### src/rtl/cirno9_mem_arb_pkg.sv
// Shared encodings for the cirno9 memory-port arbiter: grant codes, FSM
// states and the one-hot to grant-code helper.
package cirno9_mem_arb_pkg;

  localparam logic [1:0] CIRNO_GNT_NONE = 2'd0;
  localparam logic [1:0] CIRNO_GNT_IF   = 2'd1;
  localparam logic [1:0] CIRNO_GNT_EX   = 2'd2;
  localparam logic [1:0] CIRNO_GNT_XS   = 2'd3;

  typedef enum logic {
    CIRNO_ARB_IDLE = 1'b0,
    CIRNO_ARB_BUSY = 1'b1
  } arb_state_t;

  // One-hot order is {xs, ex, if}
  function automatic logic [1:0] gnt_enc(input logic [2:0] oh);
    if (oh[2])      return CIRNO_GNT_XS;
    else if (oh[1]) return CIRNO_GNT_EX;
    else if (oh[0]) return CIRNO_GNT_IF;
    else            return CIRNO_GNT_NONE;
  endfunction

endpackage

### src/rtl/cirno9_mem_arb_prio.sv
// Combinational three-way priority picker. The starvation flag lifts the
// external requester above everyone; otherwise data > fetch > external.
module cirno9_mem_arb_prio
  import cirno9_mem_arb_pkg::*;
(
  input  logic       if_val,
  input  logic       ex_val,
  input  logic       xs_val,
  input  logic       starve,
  output logic [2:0] gnt_oh
);

  // Pick exactly one winner among the pending requesters
  always_comb begin
    gnt_oh = 3'b000;
    if (starve && xs_val) gnt_oh = 3'b100;
    else if (ex_val)      gnt_oh = 3'b010;
    else if (if_val)      gnt_oh = 3'b001;
    else if (xs_val)      gnt_oh = 3'b100;
  end

endmodule

### src/rtl/cirno9_mem_arb.sv
// Memory-port arbiter: shares the single LSU request port between fetch,
// data and an external bus slave. The grant is locked for the whole access
// and the completion pulse is routed back to the owner only.
module cirno9_mem_arb
  import cirno9_mem_arb_pkg::*;
#(
  parameter int AW         = 32,
  parameter int DW         = 32,
  parameter int STARVE_MAX = 15
) (
  input  logic            clk,
  input  logic            rst,
  input  logic            i_halt,
  input  logic            hs_if4arb_val,
  output logic            hs_arb4if_rdy,
  input  logic [AW-1:0]   i_if_adr,
  input  logic            hs_ex4arb_val,
  output logic            hs_arb4ex_rdy,
  input  logic [AW-1:0]   i_ex_adr,
  input  logic [DW-1:0]   i_ex_wdat,
  input  logic [DW/8-1:0] i_ex_wen,
  input  logic            i_ex_ren,
  input  logic            hs_xs4arb_val,
  output logic            hs_arb4xs_rdy,
  input  logic [AW-1:0]   i_xs_adr,
  input  logic [DW-1:0]   i_xs_wdat,
  input  logic [DW/8-1:0] i_xs_wen,
  input  logic            i_xs_ren,
  output logic            hs_arb4ls_val,
  input  logic            hs_ls4arb_rdy,
  output logic [AW-1:0]   o_adr,
  output logic [DW-1:0]   o_wdat,
  output logic [DW/8-1:0] o_wen,
  output logic            o_ren,
  input  logic [DW-1:0]   i_rdat,
  output logic [DW-1:0]   o_rdat,
  output logic [1:0]      o_gnt
);

  localparam logic [7:0] STARVE_LIM = 8'(STARVE_MAX);

  arb_state_t      state;
  logic [1:0]      gnt_q;
  logic            ls_val_q;
  logic [AW-1:0]   adr_q;
  logic [DW-1:0]   wdat_q;
  logic [DW/8-1:0] wen_q;
  logic            ren_q;
  logic [DW-1:0]   rdat_q;
  logic [7:0]      starve_cnt;
  logic [2:0]      win_oh;
  logic            starve;
  logic            done;

  // Saturating increment of the starvation counter
  function automatic logic [7:0] sat_inc(input logic [7:0] v);
    return (v == STARVE_LIM) ? v : v + 8'd1;
  endfunction

  assign starve = (starve_cnt == STARVE_LIM);
  assign done   = (state == CIRNO_ARB_BUSY) && hs_ls4arb_rdy;

  cirno9_mem_arb_prio u_prio (
    .if_val (hs_if4arb_val),
    .ex_val (hs_ex4arb_val),
    .xs_val (hs_xs4arb_val),
    .starve (starve),
    .gnt_oh (win_oh)
  );

  // Completion pulse and read data go straight through to the owner only
  assign hs_arb4if_rdy = done && (gnt_q == CIRNO_GNT_IF);
  assign hs_arb4ex_rdy = done && (gnt_q == CIRNO_GNT_EX);
  assign hs_arb4xs_rdy = done && (gnt_q == CIRNO_GNT_XS);
  assign o_rdat        = done ? i_rdat : rdat_q;

  assign hs_arb4ls_val = ls_val_q;
  assign o_gnt         = gnt_q;
  assign o_adr         = adr_q;
  assign o_wdat        = wdat_q;
  assign o_wen         = wen_q;
  assign o_ren         = ren_q;

  // Arbitration FSM: latch the winner's payload on grant, hold it until the
  // downstream completion, then spend one IDLE cycle before re-arbitrating
  always_ff @(posedge clk or posedge rst) begin
    if (rst) begin
      state      <= CIRNO_ARB_IDLE;
      gnt_q      <= CIRNO_GNT_NONE;
      ls_val_q   <= 1'b0;
      adr_q      <= '0;
      wdat_q     <= '0;
      wen_q      <= '0;
      ren_q      <= 1'b0;
      rdat_q     <= '0;
      starve_cnt <= 8'd0;
    end else begin
      case (state)
        CIRNO_ARB_IDLE: begin
          if (!i_halt && (|win_oh)) begin
            state    <= CIRNO_ARB_BUSY;
            ls_val_q <= 1'b1;
            gnt_q    <= gnt_enc(win_oh);
            if (win_oh[2]) begin
              adr_q  <= i_xs_adr;
              wdat_q <= i_xs_wdat;
              wen_q  <= i_xs_wen;
              ren_q  <= i_xs_ren;
            end else if (win_oh[1]) begin
              adr_q  <= i_ex_adr;
              wdat_q <= i_ex_wdat;
              wen_q  <= i_ex_wen;
              ren_q  <= i_ex_ren;
            end else begin
              // Fetch is always a plain read
              adr_q  <= i_if_adr;
              wdat_q <= '0;
              wen_q  <= '0;
              ren_q  <= 1'b1;
            end
            if (win_oh[2])          starve_cnt <= 8'd0;
            else if (hs_xs4arb_val) starve_cnt <= sat_inc(starve_cnt);
            else                    starve_cnt <= 8'd0;
          end else if (!i_halt) begin
            // Nothing pending, so the external requester is not waiting
            starve_cnt <= 8'd0;
          end
        end
        CIRNO_ARB_BUSY: begin
          if (hs_ls4arb_rdy) begin
            state    <= CIRNO_ARB_IDLE;
            ls_val_q <= 1'b0;
            gnt_q    <= CIRNO_GNT_NONE;
            rdat_q   <= i_rdat;
          end
        end
        default: state <= CIRNO_ARB_IDLE;
      endcase
    end
  end

endmodule

### config.mk
export PLATFORM = sky130hd
export DESIGN_NAME = cirno9_mem_arb
export DESIGN_NICKNAME = d
export VERILOG_FILES = /design/src/rtl/cirno9_mem_arb_pkg.sv /design/src/rtl/cirno9_mem_arb_prio.sv /design/src/rtl/cirno9_mem_arb.sv
export SDC_FILE = /design/constraint.sdc
export NUM_CORES = 1
export LEC_CHECK = 0
export BUFFER_PORTS_ARGS = -buffer_cell sky130_fd_sc_hd__buf_4
export CORE_ASPECT_RATIO = 0.7
export CORE_MARGIN = 4
export CORE_UTILIZATION = 44
export DETAILED_ROUTE_END_ITERATION = 7
export GPL_ROUTABILITY_DRIVEN = 0
export PLACE_DENSITY_LB_ADDON = 0.3
export SLEW_MARGIN = 20
export SYNTH_ARGS = -nofsm -noshare
export SYNTH_HDL_FRONTEND = slang
export SYNTH_SLANG_ARGS = --single-unit
### constraint.sdc
create_clock -name clk -period 5.2 [get_ports clk]
set_input_delay 1.56 -clock clk [delete_from_list [all_inputs] [get_ports clk]]
set_output_delay 1.56 -clock clk [all_outputs]
set_load 0.02 [all_outputs]
==> impl_metrics.tcl <==
set metrics [dict create \
    worstHoldPathType "reg -> reg" \
    die-height_um 99.1 \
    port_buffers 315 \
    arrival_ps 2810 \
    cp_data_required_time_ps 3640 \
    seqPwrFrac_pct 34.3 \
    htreeDepth 4 \
    outcome "complete, no violations" \
    ant_nets 0 \
    clockPowerShare_pct 33.8 \
    critPathSlowestCell "mux2_2" \
    ys_seq_area_share_pct 54.2 \
    synth_area_um2 5220 \
    end_kind "primary output" \
    layout_common_cells "buf_4, dfrtp_1, inv_1, nand2_1, a22oi_1" \
    ys_top_cells_by_area "dfrtp_1, mux2_2, mux2i_1" \
    post_cts_buffers 0 \
    dieArea_um2 13700 \
    cts_tree "done" \
    power.leakage_nw 4.34 \
    drive_gt1_share_pct 49.6 \
    period_share_pct 84.0 \
    fmax_mhz 229 \
    p_comb_share_pct 31.9 \
    hold_viol_final 0 \
    dp_hpwl_mm 13.9 \
    cp_num_buf_inv 3 \
    ys_seq_elements 113 \
    critPathLaunchType "input pin" \
    routed-via-count 4963 \
    clkTransAtPathRegs_ps 50 \
    wl_per_cell_um 19.2 \
    path_class "in -> out" \
    ios 316 \
    grt_overflow_total 0 \
    fill_cells 849 \
    synth_top_cell_by_area "dfrtp_1" \
    core_um2 11300 \
    syn_inst 479 \
    final_common_cell "buf_4" \
    cellPowerDensity_nw_per_um2 421 \
    grt_max_degree 86 \
    worst_path_dominant_cell_family "buffers and inverters" \
    row_count 32 \
    fin_nets 998 \
    holdWs_ps 491 \
    worstPathCellList "buf_4 > nand2_1 > buf_4 > mux2_2 > buf_4" \
    avgSynthCellArea_um2 10.9 \
    ctsHoldBuffers 0 \
    cts_inserted_buffers 17 \
    wl_mm 18.3 \
    cts_sinks 113 \
    clk_latency_ps 410 \
    swShare_pct 32.1 \
    synth_top_area_share_pct 54.2 \
    peakVddDrop_uv 260 \
    setup_tns_ps 0 \
    drv_cap 0 \
    cts_buffer_depth 2 \
    p_switching_w 0.00112 \
    first_pass_iters 5 \
    max_slew_margin_pct 43.7 \
    synth.net_count 689 \
    ys_warn_count 0 \
    grt_pass1_vias 5494 \
    diodes 0 \
    grt_first_pass_wirelength_mm 28.8 \
    antenna_found_initial 0 \
    worst_pin_slew_ps 841 \
    initial_core_util_pct 46.2 \
    grt_setup_unrepaired "false" \
    cts_resized 0 \
    via_per_inst 5.20 \
    slowest_delay_ps 420 \
    grt_usage_pct 26.3 \
    period_minus_slack_ps 4370 \
    cpMostUsedCell "buf_4" \
    area_delta_synth_final_pct 58.8 \
    p_int_w 0.00237 \
    synth.distinct_cells 37 \
    finClkSkew_ps 18.7 \
    slew_violations 0 \
    cp_max_fo 34 \
    setup_viol 0 \
    drc 0 \
    drtIter0Drc 267 \
    die_w_um 138 \
    clockRootBuffer "clkbuf_16" \
]
worst register-to-register path, delay by kind of cell (launching register included):
kind	cells	cell delay (ps)
compound gates	2	680
flops	1	410
simple gates	2	340
buf+inv	1	300
fa+ha+maj	1	270
cell families after synthesis:
family | synth area share [%]
adder cells (fa/ha/maj) | 0.240
AO/OA/AOI/OAI | 17.5
AND/OR/NAND/NOR | 6.09
flip-flops | 54.2
buffers and inverters | 8.73
XOR/XNOR | 0.168
multiplexers | 13.0
path summary, 6_finish.rpt:
kind / start / end / slack (ps) / cells past startpoint
setup / recovery: hs_ls4arb_rdy / o_rdat[30] / 830 / 5
hold / removal: o_adr[11]$_DFFE_PP0P_ / o_adr[11]$_DFFE_PP0P_ / 490 / 2
setup reg to reg: starve_cnt[0]$_DFFE_PP0P_ / o_adr[25]$_DFFE_PP0P_ / 3050 / 6
hold reg to reg: o_adr[11]$_DFFE_PP0P_ / o_adr[11]$_DFFE_PP0P_ / 490 / 2
max in group asynchronous: rst / o_wdat[23]$_DFFE_PP0P_ / 2950 / 3
min in group asynchronous: rst / rdat_q[24]$_DFFE_PP0P_ / 1300 / 2
registers in the layout, indices dropped and copies added (netlist names), 2 cells and up:
name / count
o_gnt: 2
o_adr: 32
rdat_q: 32
o_wdat: 32
starve_cnt: 8
o_wen: 4
through the flow:
| stage | cell area [um2] | setup slack [ps] | instances | power [W] | util [%] |
|---|---|---|---|---|---|
| floorplan | 5220 | 653 | 479 | 0.00176 | - |
| global placement | 7680 | 918 | 922 | 0.00228 | 68.0 |
| detailed placement | 7680 | 852 | 922 | 0.00232 | 68.0 |
| CTS | 8290 | 851 | 954 | 0.00351 | 73.4 |
| global route | 8290 | 788 | 954 | 0.00364 | 73.4 |
| finish | 8290 | 833 | 954 | 0.00349 | 73.4 |
synthesized netlist by cell type, drive strengths merged:
cell type and n:
dfrtp 113, inv 74, nand2 44, o21ai 41, a22oi 37, mux2 32
mux2i 32, o221ai 32, buf 18, clkbuf 13, a31oi 8, nand3 7
and3 3, nor2 3, a31o 2, and4bb 2, nand2b 2, nor3 2
nor3b 2, o21a 2, or2 2, a211oi 1, a21o 1, a21oi 1
a32o 1, and4 1, ha 1, o211ai 1, xnor2 1
routing by layer:
layer / share of wire, % / wire [um] / global-route usage [%]
met1: 38 / 6980 / 30.5
met2: 53 / 9750 / 46.7
met3: 5.9 / 1070 / 7.64
met4: 2.8 / 504 / 10.2
met5: 0 / 0 / 0
final cells by class:
type	instances	area, um2	share of cell area, %
Sequential cell	113	2830	34.1
Timing Repair Buffer	321	2430	29.4
Multi-Input combinational cell	261	1950	23.5
Clock buffer	18	439	5.30
Inverter	74	283	3.41
Tap cell	153	191	2.31
Clock inverter	14	165	1.99
power groups by stage:
stage               sequential, W  clock, W  combinational, W
floorplan                 0.00134         0          0.000423
global placement          0.00119         0           0.00109
detailed placement        0.00120         0           0.00112
CTS                       0.00119   0.00120           0.00112
global route              0.00122   0.00124           0.00118
finish                    0.00120   0.00118           0.00111
Power figures use the tool's default switching activity.
